File: src/rtl/glb_core_bank_wr_arbiter_if.sv
// glb_core_bank_wr_arbiter_if: stream/processor write inputs and bank write outputs of the arbiter.
interface glb_core_bank_wr_arbiter_if #(
    parameter int DATA_WIDTH      = 64,
    parameter int ADDR_WIDTH      = 22,
    parameter int BANK_ADDR_WIDTH = 17
);
    localparam int SW = DATA_WIDTH / 8;
    logic                       strm_wr_en;
    logic [SW-1:0]              strm_wr_strb;
    logic [DATA_WIDTH-1:0]      strm_wr_data;
    logic [ADDR_WIDTH-1:0]      strm_wr_addr;
    logic                       proc_wr_en;
    logic [SW-1:0]              proc_wr_strb;
    logic [DATA_WIDTH-1:0]      proc_wr_data;
    logic [ADDR_WIDTH-1:0]      proc_wr_addr;
    logic [1:0]                 bank_wr_en;
    logic [BANK_ADDR_WIDTH-4:0] bank_wr_addr;
    logic [DATA_WIDTH-1:0]      bank_wr_data;
    logic [DATA_WIDTH-1:0]      bank_wr_mask;

    modport master (
        output strm_wr_en, strm_wr_strb, strm_wr_data, strm_wr_addr,
        output proc_wr_en, proc_wr_strb, proc_wr_data, proc_wr_addr,
        input  bank_wr_en, bank_wr_addr, bank_wr_data, bank_wr_mask
    );
    modport slave (
        input  strm_wr_en, strm_wr_strb, strm_wr_data, strm_wr_addr,
        input  proc_wr_en, proc_wr_strb, proc_wr_data, proc_wr_addr,
        output bank_wr_en, bank_wr_addr, bank_wr_data, bank_wr_mask
    );
endinterface

File: src/rtl/glb_core_bank_wr_arbiter.sv
// glb_core_bank_wr_arbiter: proc-priority bank write arbiter with a coalescing stream write FIFO.
module glb_core_bank_wr_arbiter #(
    parameter int DATA_WIDTH      = 64,
    parameter int ADDR_WIDTH      = 22,
    parameter int BANK_ADDR_WIDTH = 17,
    parameter int FIFO_DEPTH      = 4
) (
    input  logic                               clk,
    input  logic                               reset,
    input  logic                               clk_en,
    input  logic                               overflow_clr,
    glb_core_bank_wr_arbiter_if.slave          bus,
    output logic [$clog2(FIFO_DEPTH+1)-1:0]    strm_fifo_cnt,
    output logic                               strm_overflow
);
    localparam int SW = DATA_WIDTH / 8;
    localparam int WW = ADDR_WIDTH - 3;
    localparam int BW = BANK_ADDR_WIDTH - 3;
    localparam int PW = $clog2(FIFO_DEPTH);
    localparam int CW = $clog2(FIFO_DEPTH + 1);

    logic [WW-1:0]         addr_mem_q [FIFO_DEPTH];
    logic [WW-1:0]         addr_mem_d [FIFO_DEPTH];
    logic [DATA_WIDTH-1:0] data_mem_q [FIFO_DEPTH];
    logic [DATA_WIDTH-1:0] data_mem_d [FIFO_DEPTH];
    logic [SW-1:0]         strb_mem_q [FIFO_DEPTH];
    logic [SW-1:0]         strb_mem_d [FIFO_DEPTH];
    logic [PW-1:0]         wr_ptr_q, wr_ptr_d, rd_ptr_q, rd_ptr_d, tail;
    logic [CW-1:0]         cnt_q, cnt_d;
    logic                  ovf_q, ovf_d;
    logic [1:0]            en_q, en_d;
    logic [BW-1:0]         addr_q, addr_d;
    logic [DATA_WIDTH-1:0] data_q, data_d, mask_q, mask_d;
    logic                  pop, push, coalesce, drop, act;
    logic [WW-1:0]         strm_waddr;
    logic [BW:0]           sel_waddr;
    logic [SW-1:0]         sel_strb;
    logic                  unused_addr_bits;

    assign unused_addr_bits = ^{bus.proc_wr_addr[ADDR_WIDTH-1:BANK_ADDR_WIDTH+1],
                                bus.proc_wr_addr[2:0], bus.strm_wr_addr[2:0]};

    function automatic logic [DATA_WIDTH-1:0] expand(input logic [SW-1:0] s);
        logic [DATA_WIDTH-1:0] m;
        for (int i = 0; i < SW; i++) m[8*i +: 8] = {8{s[i]}};
        return m;
    endfunction

    always_comb begin
        addr_mem_d = addr_mem_q;
        data_mem_d = data_mem_q;
        strb_mem_d = strb_mem_q;
        strm_waddr = bus.strm_wr_addr[ADDR_WIDTH-1:3];
        tail       = wr_ptr_q - 1'b1;
        pop        = (cnt_q != '0) && !bus.proc_wr_en;
        // The tail may only be merged into while it is guaranteed to stay in the FIFO.
        coalesce   = bus.strm_wr_en && (cnt_q != '0) && (strm_waddr == addr_mem_q[tail])
                     && !(pop && cnt_q == CW'(1));
        push       = bus.strm_wr_en && !coalesce && ((cnt_q != CW'(FIFO_DEPTH)) || pop);
        drop       = bus.strm_wr_en && !coalesce && !push;
        if (coalesce) begin
            for (int i = 0; i < SW; i++)
                if (bus.strm_wr_strb[i]) data_mem_d[tail][8*i +: 8] = bus.strm_wr_data[8*i +: 8];
            strb_mem_d[tail] = strb_mem_q[tail] | bus.strm_wr_strb;
        end
        if (push) begin
            addr_mem_d[wr_ptr_q] = strm_waddr;
            data_mem_d[wr_ptr_q] = bus.strm_wr_data;
            strb_mem_d[wr_ptr_q] = bus.strm_wr_strb;
        end
        wr_ptr_d  = wr_ptr_q + PW'(push);
        rd_ptr_d  = rd_ptr_q + PW'(pop);
        cnt_d     = cnt_q + CW'(push) - CW'(pop);
        ovf_d     = drop || (ovf_q && !overflow_clr);
        act       = bus.proc_wr_en || pop;
        sel_waddr = bus.proc_wr_en ? bus.proc_wr_addr[BANK_ADDR_WIDTH:3] : addr_mem_q[rd_ptr_q][BW:0];
        sel_strb  = bus.proc_wr_en ? bus.proc_wr_strb : strb_mem_q[rd_ptr_q];
        en_d      = act ? {sel_waddr[BW], !sel_waddr[BW]} : 2'b00;
        addr_d    = act ? sel_waddr[BW-1:0] : '0;
        data_d    = !act ? '0 : bus.proc_wr_en ? bus.proc_wr_data : data_mem_q[rd_ptr_q];
        mask_d    = act ? expand(sel_strb) : '0;
    end

    always_ff @(posedge clk or posedge reset) begin
        if (reset) begin
            addr_mem_q <= '{default: '0};
            data_mem_q <= '{default: '0};
            strb_mem_q <= '{default: '0};
            wr_ptr_q   <= '0;
            rd_ptr_q   <= '0;
            cnt_q      <= '0;
            ovf_q      <= 1'b0;
            en_q       <= '0;
            addr_q     <= '0;
            data_q     <= '0;
            mask_q     <= '0;
        end else if (clk_en) begin
            addr_mem_q <= addr_mem_d;
            data_mem_q <= data_mem_d;
            strb_mem_q <= strb_mem_d;
            wr_ptr_q   <= wr_ptr_d;
            rd_ptr_q   <= rd_ptr_d;
            cnt_q      <= cnt_d;
            ovf_q      <= ovf_d;
            en_q       <= en_d;
            addr_q     <= addr_d;
            data_q     <= data_d;
            mask_q     <= mask_d;
        end
    end

    assign bus.bank_wr_en   = en_q;
    assign bus.bank_wr_addr = addr_q;
    assign bus.bank_wr_data = data_q;
    assign bus.bank_wr_mask = mask_q;
    assign strm_fifo_cnt    = cnt_q;
    assign strm_overflow    = ovf_q;
endmodule
File: src/flat_wrapper.sv
// flat-port wrapper written by rule: the top's interface ports become plain ports
module glb_core_bank_wr_arbiter_flat 
#(
    parameter int DATA_WIDTH      = 64,
    parameter int ADDR_WIDTH      = 22,
    parameter int BANK_ADDR_WIDTH = 17,
    parameter int FIFO_DEPTH      = 4
)
  (clk, reset, clk_en, overflow_clr, strm_fifo_cnt, strm_overflow, bus_strm_wr_en, bus_strm_wr_strb, bus_strm_wr_data, bus_strm_wr_addr, bus_proc_wr_en, bus_proc_wr_strb, bus_proc_wr_data, bus_proc_wr_addr, bus_bank_wr_en, bus_bank_wr_addr, bus_bank_wr_data, bus_bank_wr_mask);
  glb_core_bank_wr_arbiter_if #(.DATA_WIDTH(DATA_WIDTH), .ADDR_WIDTH(ADDR_WIDTH), .BANK_ADDR_WIDTH(BANK_ADDR_WIDTH)) bus_i ();
  input  logic clk;
  input  logic reset;
  input  logic clk_en;
  input  logic overflow_clr;
  output logic [$clog2(FIFO_DEPTH+1)-1:0] strm_fifo_cnt;
  output logic strm_overflow;
  input wire logic [$bits(bus_i.strm_wr_en)-1:0] bus_strm_wr_en;
  input wire logic [$bits(bus_i.strm_wr_strb)-1:0] bus_strm_wr_strb;
  input wire logic [$bits(bus_i.strm_wr_data)-1:0] bus_strm_wr_data;
  input wire logic [$bits(bus_i.strm_wr_addr)-1:0] bus_strm_wr_addr;
  input wire logic [$bits(bus_i.proc_wr_en)-1:0] bus_proc_wr_en;
  input wire logic [$bits(bus_i.proc_wr_strb)-1:0] bus_proc_wr_strb;
  input wire logic [$bits(bus_i.proc_wr_data)-1:0] bus_proc_wr_data;
  input wire logic [$bits(bus_i.proc_wr_addr)-1:0] bus_proc_wr_addr;
  output wire logic [$bits(bus_i.bank_wr_en)-1:0] bus_bank_wr_en;
  output wire logic [$bits(bus_i.bank_wr_addr)-1:0] bus_bank_wr_addr;
  output wire logic [$bits(bus_i.bank_wr_data)-1:0] bus_bank_wr_data;
  output wire logic [$bits(bus_i.bank_wr_mask)-1:0] bus_bank_wr_mask;
  assign bus_i.strm_wr_en = bus_strm_wr_en;
  assign bus_i.strm_wr_strb = bus_strm_wr_strb;
  assign bus_i.strm_wr_data = bus_strm_wr_data;
  assign bus_i.strm_wr_addr = bus_strm_wr_addr;
  assign bus_i.proc_wr_en = bus_proc_wr_en;
  assign bus_i.proc_wr_strb = bus_proc_wr_strb;
  assign bus_i.proc_wr_data = bus_proc_wr_data;
  assign bus_i.proc_wr_addr = bus_proc_wr_addr;
  assign bus_bank_wr_en = bus_i.bank_wr_en;
  assign bus_bank_wr_addr = bus_i.bank_wr_addr;
  assign bus_bank_wr_data = bus_i.bank_wr_data;
  assign bus_bank_wr_mask = bus_i.bank_wr_mask;
  glb_core_bank_wr_arbiter #(.DATA_WIDTH(DATA_WIDTH), .ADDR_WIDTH(ADDR_WIDTH), .BANK_ADDR_WIDTH(BANK_ADDR_WIDTH), .FIFO_DEPTH(FIFO_DEPTH)) u_core (.clk(clk), .reset(reset), .clk_en(clk_en), .overflow_clr(overflow_clr), .bus(bus_i), .strm_fifo_cnt(strm_fifo_cnt), .strm_overflow(strm_overflow));
endmodule
File: config.mk
export PLATFORM = sky130hd
export DESIGN_NAME = glb_core_bank_wr_arbiter_flat
export DESIGN_NICKNAME = d
export VERILOG_FILES = /design/src/rtl/glb_core_bank_wr_arbiter_if.sv /design/src/rtl/glb_core_bank_wr_arbiter.sv /design/src/flat_wrapper.sv
export SDC_FILE = /design/constraint.sdc
export NUM_CORES = 1
export LEC_CHECK = 0
export CAP_MARGIN = 20
export CORE_MARGIN = 2
export CORE_UTILIZATION = 44
export CTS_CLUSTER_DIAMETER = 100
export DETAILED_ROUTE_END_ITERATION = 6
export GPL_TIMING_DRIVEN = 0
export PLACE_DENSITY = 0.67
export RECOVER_POWER = 50
export SLEW_MARGIN = 10
export SYNTH_ARGS = -nofsm -noshare
export SYNTH_HDL_FRONTEND = slang
export SYNTH_SLANG_ARGS = --single-unit
File: constraint.sdc
create_clock -name clk -period 18.69 [get_ports clk]
set_clock_uncertainty 0.1 [all_clocks]
set_input_delay 3.738 -clock clk [delete_from_list [all_inputs] [get_ports clk]]
set_output_delay 3.738 -clock clk [all_outputs]
set_load 0.05 [all_outputs]
==> impl_metrics.py, run 1 <==
metrics = {
    "finish": {
        "fillers": 4234,
        "nets": 2211,
        "final_common_cell": "dfrtp_1",
        "fin_cells": 2731,
        "fin_area_um2": 28500,
        "fin_util": 0.559,
        "syn2layout_area_growth_pct": 26.3,
        "mostFrequentLayoutCells": "dfrtp_1 (460), mux2_1 (329), clkdlybuf4s50_1 (246)",
        "drive_gt1_frac": 0.154,
    },
    "clock_tree": {
        "cts-resized-gates": 0,
        "worstSkewPairLatency_ns": 0.60,
        "ctsHoldBuffers": 0,
        "post-cts-setup-buffers": 0,
        "clkTransAtPathRegs_ns": 0.06,
        "cts_tree": "built",
        "htree_levels": 2,
        "cts_buffers": 51,
        "cts_buffer_depth": 3,
        "clock-root-buffer": "clkbuf_16",
        "numClockSinks": 460,
    },
    "drt": {
        "viasPerCell": 5.43,
        "drc": 0,
        "detail-route-antenna-nets": 0,
        "first_iter_violations": 932,
        "routed_wl_mm": 59.9,
        "dr_total_vias": 14842,
        "dr.pass1.iters": 5,
        "wl_per_cell_um": 21.9,
    },
    "floorplanning": {
        "num_io_pins": 342,
        "die_area_um2": 53100,
        "fp.coreArea_um2": 51000,
        "rows": 83,
        "initial_utilization": 0.443,
        "die_y_um": 230,
        "dieWidth_um": 230,
    },
    "yosys": {
        "ys.flop_type": "dfrtp_1",
        "yosysTopAreaCell": "dfrtp_1",
        "ys_warn_count": 0,
        "synth_edf_count": 0,
        "synthTopCellsByArea": "dfrtp_1 (51%), mux2_1 (16%), mux4_2 (10%)",
        "synth_seq_cells": 460,
        "synth_nets": 1829,
        "synthArstFlopShare": 1.00,
        "synth-seq-area-share": 0.510,
        "synth_top_area_share": 0.510,
        "ys_types": 47,
        "avgSynthCellArea_um2": 13.9,
        "synth_area_um2": 22600,
        "syn_inst": 1626,
    },
    "timing": {
        "worst_pin_slew_ns": 6.15,
        "period_needed_ns": 10.47,
        "setup_viol": 0,
        "rsz0062_at_grt": "no",
        "hold_viol_final": 0,
        "fmax_mhz": 95.5,
        "slew_headroom": -3.10,
        "min_period_over_period": 0.560,
        "slew_viol_final": 222,
    },
    "placement": {
        "dpl_cell_area_um2": 26800,
        "dpl.cell_count": 2634,
        "dp_hpwl_mm": 42.3,
        "io_buffers": 321,
        "place.gp.congestion": 0.855,
    },
    "worst_setup_path": {
        "path_max_fanout": 114,
        "r2r_start": "u_core.wr_ptr_q[0]$_DFFE_PP0P_",
        "crit_start": "reset",
        "cp-end-kind": "async pin",
        "ff2ff_path_depth": 18,
        "crit_end": "u_core.bus.bank_wr_data[35]$_DFFE_PP0P_",
        "required_ns": 17.79,
        "timing.rr.end": "u_core.strm_fifo_cnt[2]$_DFFE_PP0P_",
        "critPathKind": "input pin to async pin",
        "arrival_ns": 9.56,
        "worstSetupStartpointType": "input pin",
        "rrSetupSlack_ns": 13.30,
    },
    "pwr": {
        "p_seq_frac": 0.336,
        "p_sw_frac": 0.385,
        "peakVddDrop_mv": 0.0807,
        "p_comb_frac": 0.467,
        "p_int_mw": 3.26,
        "clkPwrFrac": 0.197,
        "p_leak_nw": 12.4,
        "p_switching_mw": 2.04,
        "pwr_density_cell_nw_per_um2": 186,
    },
    "global_route": {
        "gr-total-overflow": 0,
        "grt_pass1_vias": 15732,
        "grt_pass1_wl_mm": 93.0,
        "grt_max_degree": 115,
        "grt_usage": 0.228,
        "antenna_found_initial": 4,
    },
    "status": {
        "status": "finished with violations",
        "violations": "capacitance limit, slew limit",
    },
    "worst_hold_path": {
        "hold_class": "flop to flop",
    },
    "job": {
        "maxCapViolCount": 2,
    },
}
==> cell type report <==
| type | instances | area, um^2 | share of cell area |
|---|---|---|---|
| Antenna cell | 5 | 12.5 | 0.000439 |
| Buffer | 153 | 897 | 0.0315 |
| Clock buffer | 73 | 1490 | 0.0523 |
| Clock inverter | 18 | 262 | 0.00917 |
| Inverter | 124 | 467 | 0.0164 |
| Multi-Input combinational cell | 889 | 9710 | 0.340 |
| Sequential cell | 460 | 11500 | 0.404 |
| Tap cell | 680 | 851 | 0.0298 |
| Timing Repair Buffer | 329 | 3320 | 0.116 |
==> critical path: stages <==
cell and delay, ns:
dlygate4sd3_1 0.56, clkinvlp_2 0.80, clkbuf_1 4.31
==> cell usage after synthesis, types with 2 or more instances <==
| library cell | number |
|---|---|
| buf_4 | 60 |
| buf_1 | 25 |
| o221a_1 | 8 |
| mux2_4 | 32 |
| xnor2_1 | 15 |
| a22o_1 | 2 |
| mux2i_2 | 3 |
| nand2b_1 | 5 |
| buf_6 | 11 |
| xor2_1 | 5 |
| o21ai_0 | 13 |
| nand3_1 | 16 |
| o22ai_1 | 89 |
| buf_2 | 10 |
| clkbuf_1 | 47 |
| dfrtp_1 | 460 |
| inv_1 | 123 |
| a21oi_1 | 2 |
| mux2_2 | 3 |
| nand2_1 | 39 |
| mux2i_1 | 111 |
| nand4_1 | 4 |
| o21ai_1 | 4 |
| nor2_1 | 12 |
| and2_1 | 9 |
| nor2b_1 | 2 |
| mux4_2 | 102 |
| a221oi_1 | 24 |
| o2bb2ai_1 | 4 |
| nor3b_1 | 8 |
| mux2_1 | 329 |
| nor3_1 | 27 |
| ha_1 | 8 |
==> how the worst min path moves through the flow <==
stage / startpoint / to / slack, ns / cells after the start
3_3_place_gp: u_core.data_mem_q[26]$_DFFE_PP0P_ / u_core.data_mem_q[26]$_DFFE_PP0P_ / 0.37 / 1
4_1_cts: u_core.data_mem_q[61]$_DFFE_PP0P_ / u_core.data_mem_q[61]$_DFFE_PP0P_ / 0.39 / 1
5_1_grt: u_core.data_mem_q[57]$_DFFE_PP0P_ / u_core.data_mem_q[57]$_DFFE_PP0P_ / 0.40 / 1
2_1_floorplan: u_core.addr_mem_q[55]$_DFFE_PP0P_ / u_core.addr_mem_q[55]$_DFFE_PP0P_ / 0.36 / 1
3_5_place_dp: u_core.data_mem_q[126]$_DFFE_PP0P_ / u_core.data_mem_q[126]$_DFFE_PP0P_ / 0.38 / 1
6_report: u_core.data_mem_q[151]$_DFFE_PP0P_ / u_core.data_mem_q[151]$_DFFE_PP0P_ / 0.39 / 1
==> metal layers <==
layer  share of wire  GRT usage  up-vias
li1                -          -     6695
met1            0.42      0.296     7654
met2            0.50      0.385      409
met4           0.026     0.0704        0
met3           0.050     0.0447       84
met5               0          0        -
==> kinds of logic after synthesis <==
| group | after synthesis | share of synthesized area |
|---|---|---|
| mux | 581 | 0.341 |
| compound gates | 154 | 0.0480 |
| xor+xnor | 20 | 0.00776 |
| fa+ha+maj | 9 | 0.00532 |
| flops | 460 | 0.510 |
| simple gates | 125 | 0.0277 |
| buf+inv | 277 | 0.0603 |
==> registers in the layout, indices dropped and copies added (netlist names), 2 cells and up <==
register	flops
u_core.addr_mem_q	76
u_core.bus.bank_wr_en	2
u_core.rd_ptr_q	2
u_core.strb_mem_q	32
u_core.bus.bank_wr_mask	8
u_core.bus.bank_wr_addr	14
u_core.strm_fifo_cnt	3
u_core.bus.bank_wr_data	64
u_core.wr_ptr_q	2
u_core.data_mem_q	256
==> through the flow <==
step           setup WS, ns  hold WS [ns]  power, mW  setup TNS [ns]
6_report               8.22         0.386       5.30               0
5_1_grt                6.68         0.396       5.60               0
4_1_cts               11.06         0.390       5.38               0
3_5_place_dp          10.47         0.376       4.32               0
3_3_place_gp          -3.08         0.368       4.24        -1390.26
2_1_floorplan          2.03         0.359       3.53               0
==> power groups by stage <==
stage | clock (mW) | sequential [mW] | combinational (mW)
after floorplan | 0 | 2.04 | 1.49
after global placement | 0 | 1.77 | 2.47
after detailed placement | 0 | 1.79 | 2.52
after CTS | 1.07 | 1.78 | 2.53
after global routing | 1.12 | 1.84 | 2.64
final | 1.05 | 1.78 | 2.47
(Power assumes the default switching activity.)
==> inputs of run 2 (changes only) <==
==> constraint.sdc (replaced) <==
create_clock -name clk -period 10.7 [get_ports clk]
set_clock_uncertainty 0.1 [all_clocks]
set_input_delay 2.14 -clock clk [delete_from_list [all_inputs] [get_ports clk]]
set_output_delay 2.14 -clock clk [all_outputs]
set_load 0.05 [all_outputs]
==> impl_metrics.py, run 2 (synthesis gave the netlist of run 1 again) <==
metrics = {
    "finish": {
        "final_common_cell": "dfrtp_1",
        "fin_cells": 2737,
        "fin_area_um2": 28400,
        "nets": 2221,
        "top_register": "u_core.data_mem_q",
        "multiInputGateArea_um2": 9710,
        "layout.area.seq_um2": 11500,
        "drive_gt1_frac": 0.150,
        "mostFrequentLayoutCells": "dfrtp_1 (460), mux2_1 (329), clkdlybuf4s50_1 (246)",
        "fin_util": 0.556,
        "syn2layout_area_growth_pct": 25.7,
        "fillers": 4229,
        "largest_register_ffs": 256,
    },
    "floorplanning": {
        "num_io_pins": 342,
        "die_area_um2": 53100,
        "die_y_um": 230,
        "initial_utilization": 0.443,
        "fp.coreArea_um2": 51000,
        "rows": 83,
        "dieWidth_um": 230,
    },
    "timing": {
        "slew_headroom": -0.449,
        "worst_pin_slew_ns": 2.17,
        "setup_viol": 0,
        "min_period_over_period": 0.687,
        "rsz0062_at_grt": "no",
        "finalSetupTns_ns": 0,
        "hold_viol_final": 0,
        "slew_viol_final": 368,
        "period_needed_ns": 7.35,
        "final.setup.worst_slack_ns": 3.35,
        "fmax_mhz": 136,
        "timing.hold.ws_ns": 0.384,
    },
    "worst_hold_path": {
        "min_from": "u_core.data_mem_q[130]$_DFFE_PP0P_",
        "whs_path_depth": 1,
        "hold_class": "flop to flop",
        "holdPathEnd": "u_core.data_mem_q[130]$_DFFE_PP0P_",
    },
    "clock_tree": {
        "cts_tree": "built",
        "clkTransAtPathRegs_ns": 0.06,
        "ctsHoldBuffers": 0,
        "worstSkewPairLatency_ns": 0.60,
        "cts_buffers": 51,
        "post-cts-setup-buffers": 0,
        "numClockSinks": 460,
        "htree_levels": 2,
        "cts_buffer_depth": 3,
        "clock-root-buffer": "clkbuf_16",
        "cts-resized-gates": 0,
    },
    "worst_setup_path": {
        "critPathTopFamily": "buffers and inverters",
        "ff2ff_path_depth": 18,
        "arrival_ns": 7.64,
        "critPathKind": "input pin to async pin",
        "crit_top_cell": "clkbuf_1",
        "cp-end-kind": "async pin",
        "rrSetupSlack_ns": 5.30,
        "cpPeakStageDelay_ns": 1.56,
        "required_ns": 10.99,
        "path_max_fanout": 37,
        "crit_buf_inv": 6,
        "worstPathCellList": "dlygate4sd3_1, clkinvlp_2, clkbuf_1, clkbuf_1, buf_12, clkbuf_1",
        "worstSetupStartpointType": "input pin",
        "slowest_stage": "clkbuf_1",
        "timing.rr.end": "u_core.strm_fifo_cnt[2]$_DFFE_PP0P_",
        "r2r_start": "u_core.wr_ptr_q[0]$_DFFE_PP0P_",
    },
    "global_route": {
        "gr-total-overflow": 0,
        "antenna_found_initial": 4,
        "grt_max_degree": 41,
        "grt_pass1_vias": 15719,
        "grt_pass1_wl_mm": 92.7,
        "grt_usage": 0.226,
    },
    "pwr": {
        "total_power_mw": 9.10,
        "peakVddDrop_mv": 0.205,
        "p_leak_nw": 12.3,
        "pwr_density_cell_nw_per_um2": 321,
    },
    "drt": {
        "routed_wl_mm": 59.7,
        "viasPerCell": 5.44,
        "detail-route-antenna-nets": 0,
        "drc": 0,
        "first_iter_violations": 970,
        "wl_per_cell_um": 21.8,
        "dr_total_vias": 14902,
        "dr.pass1.iters": 7,
    },
    "job": {
        "maxCapViolCount": 10,
    },
    "placement": {
        "dp_hpwl_mm": 42.7,
        "place.gp.congestion": 0.843,
        "place_ws_ns": 4.08,
        "dpl.cell_count": 2644,
        "io_buffers": 321,
        "dpl_cell_area_um2": 27000,
    },
    "status": {
        "violations": "capacitance limit, slew limit",
        "status": "finished with violations",
    },
}
run 2: cell types whose count changed in the layout (fill, tap and decap cells not counted), moves of 2 or more:
cell / delta
clkbuf_1: +14
inv_6: +3
bufinv_16: -5
buf_16: -2
buf_12: +2
clkbuf_8: -2
diode_2: -2
run 2: area by class of cell:
type                            count  area share
Multi-Input combinational cell    889       0.342
Clock buffer                       74      0.0512
Antenna cell                        3    0.000265
Tap cell                          680      0.0300
Timing Repair Buffer              339       0.118
Sequential cell                   460       0.406
Clock inverter                     15     0.00432
Inverter                          124      0.0165
Buffer                            153      0.0316
run 2: where the power goes:
part           switching [mW]  internal (mW)
clock                   0.713          0.964
sequential              0.507           2.60
combinational            2.33           1.98
total                    3.55           5.54
run 2: worst register-to-register path: cells and delay by family, from the launching register on:
kind,cells,cell delay [ns]
simple gates,5,1.20
fa+ha+maj,3,0.96
flops,1,0.66
mux,1,0.38
buf+inv,6,1.41
xor+xnor,3,0.57
run 2: how the worst max path moves through the flow:
| stage | from | depth (start not counted) | slack [ns] | endpoint |
|---|---|---|---|---|
| 2_1_floorplan | reset | 1 | 2.24 | u_core.addr_mem_q[0]$_DFFE_PP0P_ |
| 3_3_place_gp | reset | 2 | -0.59 | u_core.bus.bank_wr_data[51]$_DFFE_PP0P_ |
| 3_5_place_dp | bus_proc_wr_en | 12 | 4.08 | u_core.strm_fifo_cnt[2]$_DFFE_PP0P_ |
| 4_1_cts | bus_proc_wr_en | 12 | 4.70 | u_core.strm_fifo_cnt[2]$_DFFE_PP0P_ |
| 5_1_grt | reset | 6 | 2.35 | u_core.data_mem_q[179]$_DFFE_PP0P_ |
| 6_report | reset | 6 | 3.35 | u_core.data_mem_q[179]$_DFFE_PP0P_ |
run 2: layer usage:
| metal | global-route usage | up-vias | wire, um |
|---|---|---|---|
| met3 | 0.0346 | 81 | 2860 |
| met1 | 0.312 | 7728 | 26200 |
| met2 | 0.372 | 377 | 29300 |
| met5 | 0 | - | 0 |
| li1 | - | 6716 | - |
| met4 | 0.0708 | 0 | 1330 |
